<file path="src/rtl/reg_dump_pkg.sv">
// ============================================================================
// Module  : reg_dump_pkg
// Brief   : Shared state encoding and default geometry for reg_dump/reg_file.
// Revision: 1.0
// ============================================================================
`default_nettype none

package reg_dump_pkg;

  localparam int AW_DEF   = 3;
  localparam int DW_DEF   = 8;
  localparam int NREG_DEF = 8;

  typedef enum logic [2:0] {
    IDLE  = 3'd0,
    ISSUE = 3'd1,
    SEND0 = 3'd2,
    SEND1 = 3'd3,
    FIN   = 3'd4
  } state_t;

endpackage

`default_nettype wire

</file>
<file path="src/rtl/reg_dump_if.sv">
// ============================================================================
// Module  : reg_dump_if
// Brief   : Control, reg_file read port and beat stream seen by reg_dump.
// Revision: 1.0
// ============================================================================
`default_nettype none

interface reg_dump_if
  import reg_dump_pkg::*;
#(
  parameter int AW = AW_DEF,
  parameter int DW = DW_DEF
) ();

  logic          START;
  logic          BUSY;
  logic          DONE;
  logic [AW-1:0] READREG1;
  logic [AW-1:0] READREG2;
  logic [DW-1:0] REGOUT1;
  logic [DW-1:0] REGOUT2;
  logic          OUT_VALID;
  logic          OUT_READY;
  logic [AW-1:0] OUT_ADDR;
  logic [DW-1:0] OUT_DATA;

  modport master (
    input  START,
    output BUSY,
    output DONE,
    output READREG1,
    output READREG2,
    input  REGOUT1,
    input  REGOUT2,
    output OUT_VALID,
    input  OUT_READY,
    output OUT_ADDR,
    output OUT_DATA
  );

  modport slave (
    output START,
    input  BUSY,
    input  DONE,
    input  READREG1,
    input  READREG2,
    output REGOUT1,
    output REGOUT2,
    input  OUT_VALID,
    output OUT_READY,
    input  OUT_ADDR,
    input  OUT_DATA
  );

endinterface

`default_nettype wire

</file>
<file path="src/rtl/reg_dump.sv">
// ============================================================================
// Module  : reg_dump
// Brief   : Walks reg_file in register pairs and streams (addr, data) beats.
// Revision: 1.0
// ============================================================================
`default_nettype none

module reg_dump
  import reg_dump_pkg::*;
#(
  parameter int NREG = NREG_DEF,
  parameter int AW   = AW_DEF,
  parameter int DW   = DW_DEF
) (
  input  logic      CLK,
  input  logic      RESET,
  reg_dump_if.master bus
);

  // Pair index: register addresses are {k, 0} and {k, 1}.
  localparam int            KW     = AW - 1;
  localparam logic [KW-1:0] K_LAST = KW'(NREG / 2 - 1);

  state_t        state;
  state_t        next_state;
  logic [KW-1:0] k;
  logic [KW-1:0] k_inc;
  logic          last_pair;
  logic [AW-1:0] rd_addr1;
  logic [AW-1:0] rd_addr2;
  logic [DW-1:0] buf0;
  logic [DW-1:0] buf1;

  logic          busy;
  logic          done;
  logic          out_valid;
  logic [AW-1:0] out_addr;
  logic [DW-1:0] out_data;

  assign k_inc     = k + KW'(1);
  assign last_pair = (k == K_LAST);

  always_ff @(posedge CLK or posedge RESET) begin
    if (RESET) begin
      state <= IDLE;
    end else begin
      state <= next_state;
    end
  end

  // Beat outputs decode from state and held registers only, so they never
  // depend on OUT_READY and stay stable while the consumer stalls.
  always_comb begin
    next_state = state;
    busy       = 1'b1;
    done       = 1'b0;
    out_valid  = 1'b0;
    out_addr   = '0;
    out_data   = '0;
    case (state)
      IDLE: begin
        busy = 1'b0;
        if (bus.START) begin
          next_state = ISSUE;
        end
      end
      ISSUE: begin
        next_state = SEND0;
      end
      SEND0: begin
        out_valid = 1'b1;
        out_addr  = {k, 1'b0};
        out_data  = buf0;
        if (bus.OUT_READY) begin
          next_state = SEND1;
        end
      end
      SEND1: begin
        out_valid = 1'b1;
        out_addr  = {k, 1'b1};
        out_data  = buf1;
        if (bus.OUT_READY) begin
          next_state = last_pair ? FIN : ISSUE;
        end
      end
      FIN: begin
        done       = 1'b1;
        next_state = IDLE;
      end
      default: begin
        busy       = 1'b0;
        next_state = IDLE;
      end
    endcase
  end

  // Read addresses are set up one edge ahead so they are stable for the whole
  // ISSUE cycle; the pair snapshot is taken on the edge leaving ISSUE.
  always_ff @(posedge CLK or posedge RESET) begin
    if (RESET) begin
      k        <= '0;
      rd_addr1 <= '0;
      rd_addr2 <= '0;
      buf0     <= '0;
      buf1     <= '0;
    end else begin
      case (state)
        IDLE: begin
          if (bus.START) begin
            k        <= '0;
            rd_addr1 <= '0;
            rd_addr2 <= AW'(1);
          end
        end
        ISSUE: begin
          buf0 <= bus.REGOUT1;
          buf1 <= bus.REGOUT2;
        end
        SEND1: begin
          if (bus.OUT_READY && !last_pair) begin
            k        <= k_inc;
            rd_addr1 <= {k_inc, 1'b0};
            rd_addr2 <= {k_inc, 1'b1};
          end
        end
        default: begin
          k <= k;
        end
      endcase
    end
  end

  assign bus.BUSY      = busy;
  assign bus.DONE      = done;
  assign bus.READREG1  = rd_addr1;
  assign bus.READREG2  = rd_addr2;
  assign bus.OUT_VALID = out_valid;
  assign bus.OUT_ADDR  = out_addr;
  assign bus.OUT_DATA  = out_data;

endmodule

`default_nettype wire
</file>
<file path="src/flat_wrapper.sv">
// flat-port wrapper written by rule: the top's interface ports become plain ports
module reg_dump_flat import reg_dump_pkg::*;
#(
  parameter int NREG = NREG_DEF,
  parameter int AW   = AW_DEF,
  parameter int DW   = DW_DEF
)
  (CLK, RESET, bus_START, bus_BUSY, bus_DONE, bus_READREG1, bus_READREG2, bus_REGOUT1, bus_REGOUT2, bus_OUT_VALID, bus_OUT_READY, bus_OUT_ADDR, bus_OUT_DATA);
  reg_dump_if #(.AW(AW), .DW(DW)) bus_i ();
  input  logic CLK;
  input  logic RESET;
  input wire logic [$bits(bus_i.START)-1:0] bus_START;
  output wire logic [$bits(bus_i.BUSY)-1:0] bus_BUSY;
  output wire logic [$bits(bus_i.DONE)-1:0] bus_DONE;
  output wire logic [$bits(bus_i.READREG1)-1:0] bus_READREG1;
  output wire logic [$bits(bus_i.READREG2)-1:0] bus_READREG2;
  input wire logic [$bits(bus_i.REGOUT1)-1:0] bus_REGOUT1;
  input wire logic [$bits(bus_i.REGOUT2)-1:0] bus_REGOUT2;
  output wire logic [$bits(bus_i.OUT_VALID)-1:0] bus_OUT_VALID;
  input wire logic [$bits(bus_i.OUT_READY)-1:0] bus_OUT_READY;
  output wire logic [$bits(bus_i.OUT_ADDR)-1:0] bus_OUT_ADDR;
  output wire logic [$bits(bus_i.OUT_DATA)-1:0] bus_OUT_DATA;
  assign bus_i.START = bus_START;
  assign bus_BUSY = bus_i.BUSY;
  assign bus_DONE = bus_i.DONE;
  assign bus_READREG1 = bus_i.READREG1;
  assign bus_READREG2 = bus_i.READREG2;
  assign bus_i.REGOUT1 = bus_REGOUT1;
  assign bus_i.REGOUT2 = bus_REGOUT2;
  assign bus_OUT_VALID = bus_i.OUT_VALID;
  assign bus_i.OUT_READY = bus_OUT_READY;
  assign bus_OUT_ADDR = bus_i.OUT_ADDR;
  assign bus_OUT_DATA = bus_i.OUT_DATA;
  reg_dump #(.NREG(NREG), .AW(AW), .DW(DW)) u_core (.CLK(CLK), .RESET(RESET), .bus(bus_i));
endmodule
</file>
<file path="config.mk">
export PLATFORM = sky130hd
export DESIGN_NAME = reg_dump_flat
export DESIGN_NICKNAME = d
export VERILOG_FILES = /design/src/rtl/reg_dump_pkg.sv /design/src/rtl/reg_dump_if.sv /design/src/rtl/reg_dump.sv /design/src/flat_wrapper.sv
export SDC_FILE = /design/constraint.sdc
export NUM_CORES = 1
export LEC_CHECK = 0
export CORE_MARGIN = 5
export CORE_UTILIZATION = 39
export CTS_CLUSTER_SIZE = 40
export DETAILED_ROUTE_END_ITERATION = 10
export PLACE_DENSITY = 0.76
export SLEW_MARGIN = 20
export SYNTH_ARGS = -nofsm -noshare
export SYNTH_HDL_FRONTEND = slang
export SYNTH_SLANG_ARGS = --single-unit
</file>
<file path="constraint.sdc">
create_clock -name CLK -period 1.32 [get_ports CLK]
set_input_delay 0.264 -clock CLK [delete_from_list [all_inputs] [get_ports CLK]]
set_output_delay 0.264 -clock CLK [all_outputs]
set_load 0.1 [all_outputs]
</file>
==> results_dict.tcl <==
set metrics [dict create \
    grt_start_max_net_pins 23 \
    syn_nets 111 \
    synth-seq-cells 22 \
    dp_hpwl_um 1930 \
    synth_xor_area_frac 0.00818 \
    synth_edf_count 0 \
    clockRootBuffer "clkbuf_4" \
    numPortBuffers 38 \
    arrival_ps 1460 \
    drc 0 \
    vias_per_cell 4.99 \
    ys.flop_type "dfrtp_1" \
    post-place-ws_ps -329 \
    diodes 0 \
    wl_met3_um 134 \
    cp.required_ps 1060 \
    htree_levels 1 \
    cts_hold_buf 0 \
    status "finished with violations" \
    fmax_mhz 581 \
    fin_area_um2 2170 \
    layout.nets 168 \
    synth.top_cell.area_share 0.514 \
    period_minus_slack_ps 1720 \
    die_w_um 62.4 \
    die_h_um 62.4 \
    setup_violations 38 \
    clk_latency_ps 310 \
    route.vias.total 883 \
    gr-usage-all-layers 0.169 \
    synth_compound_area_frac 0.0269 \
    crit_fanout 5 \
    dr.max_layer_used "met4" \
    syn_to_final_growth_pct 103 \
    rsz0062_at_grt "true" \
    drive_above_1_share 0.651 \
    ant_nets 0 \
    hold_violations 0 \
    critPathLaunchType "flip-flop" \
    finClkSkew_ps 6.57 \
    crit_type "flip-flop to output port" \
    grt_overflow 0 \
    wl_um 3170 \
    yosys.area_share.simple 0.134 \
    place_area_um2 1930 \
    synth_cells 90 \
    synth_top_family_by_area "multiplexers" \
    ys_warn_count 0 \
    synth.avg_cell_area_um2 11.9 \
    num_io_pins 40 \
    drt_iter0_markers 9 \
    die_area_um2 3890 \
    syn-cell-area_um2 1070 \
    ys_top_cells_by_area "dfrtp_1 51%, mux2_2 17%, mux2i_1 7.5%" \
    clock_sinks 22 \
    synthAdderAreaFrac 0.0117 \
    hold_path.class "input pin to async pin" \
    wl_met1_um 1330 \
    synth_common_cells "22 x dfrtp_1, 16 x mux2_2, 11 x nor2_1" \
    fin_crit_sh 1.30 \
    fillers 137 \
    ys_seq_area_frac 0.514 \
    drt-pass1-iter-count 3 \
    synth_mux_area_frac 0.243 \
    clk_pin_slew_ps 120 \
    avgRoutedWirePerCell_um 17.9 \
    rows 19 \
    finalSetupTns_ps -8410 \
    violations "setup timing" \
    wl_met2_um 1680 \
    end_kind "output port" \
    layout_setup_ws_ps -403 \
    grt_pass1_vias 1097 \
    cts_buffers 3 \
    place_congestion 0.756 \
    synth_cell_types 26 \
    ctsLongestPathBuffers 2 \
    slew_violations 0 \
    initial_core_util 0.399 \
    antenna_found_initial 0 \
    fin_worst_hold_slack_ps 284 \
    cts_tree "built" \
    grt_pass1_wl_um 5250 \
    core_area_um2 2690 \
    synthArstFlopShare 1.00 \
    synth_top_area_cell "dfrtp_1" \
    synth.most_common_cell "dfrtp_1" \
    max_cap_viol_count 0 \
]
## logic make-up after synthesis
group                      Yosys count
and+or+nand+nor                     25
adders and majority gates            1
AOI/OAI and AO/OA                    5
buffers and inverters               11
other                                1
DFF                                 22
xor gates and xnor gates             1
muxes                               24
## worst paths after layout
path	endpoint	slack, ps	startpoint	cells after the start
worst min-delay path	u_core.bus.READREG2[1]$_DFFE_PP0P_	280	RESET	3
max in group asynchronous	u_core.state[0]$_DFFE_PP0P_	790	RESET	3
min in group CLK	u_core.buf0[6]$_DFFE_PP0N_	550	u_core.buf0[6]$_DFFE_PP0N_	1
worst min register to register	u_core.buf0[6]$_DFFE_PP0N_	550	u_core.buf0[6]$_DFFE_PP0N_	1
worst max register to register	u_core.bus.READREG2[2]$_DFFE_PP0P_	-180	u_core.state[1]$_DFFE_PP0P_	4
worst max-delay path	bus_OUT_DATA[6]	-400	u_core.state[0]$_DFFE_PP0P_	4
## cell usage in the layout (no fill, tap or decap), drive strengths merged, types with 2 or more instances in the layout
cell,count
and2,3
and3,2
buf,40
clkbuf,4
clkdlybuf4s50,19
dfrtp,22
inv,3
mux2,16
mux2i,8
nor2,11
nor3b,2
o21ai,2
or2,2
## layer usage
metal	track usage	vias up
li1	-	418
met5	0	-
met4	0.0531	0
met1	0.208	431
met3	0.0378	5
met2	0.290	29
## cell type report
| cell class | instances | area, µm² | share of cell area |
|---|---|---|---|
| timing repair buffer | 59 | 798 | 0.368 |
| multi-input combinational | 57 | 727 | 0.335 |
| sequential | 22 | 561 | 0.258 |
| tap | 31 | 38.8 | 0.0179 |
| clock buffer | 4 | 26.3 | 0.0121 |
| inverter | 4 | 18.8 | 0.00865 |
## worst max-delay path, cell delays in order (launching register included)
cell,delay (ps)
dfrtp_2,450
buf_6,180
mux2i_2,280
nor2_4,70
buf_12,170
## through the flow
step	utilization	cells
after floorplan	-	90
after global placement	0.720	167
after detailed placement	0.720	167
after CTS	0.796	177
after global routing	0.808	177
final	0.808	177
## what timing repair did
item                                    4_1_cts  5_1_grt
gates cloned                                  1        0
resized for setup                            31       11
buffers inserted                              5        3
pin swaps                                     4        3
endpoints found under the setup margin       38       39
## sequential cells by signal (all words and copies together), names as in the netlist
name,cells
u_core.bus.READREG2,3
u_core.buf0,8
u_core.state,3
u_core.buf1,8
Power is not shown: default switching activity piles up to over one toggle a cycle in this logic, so the estimate is an artifact.
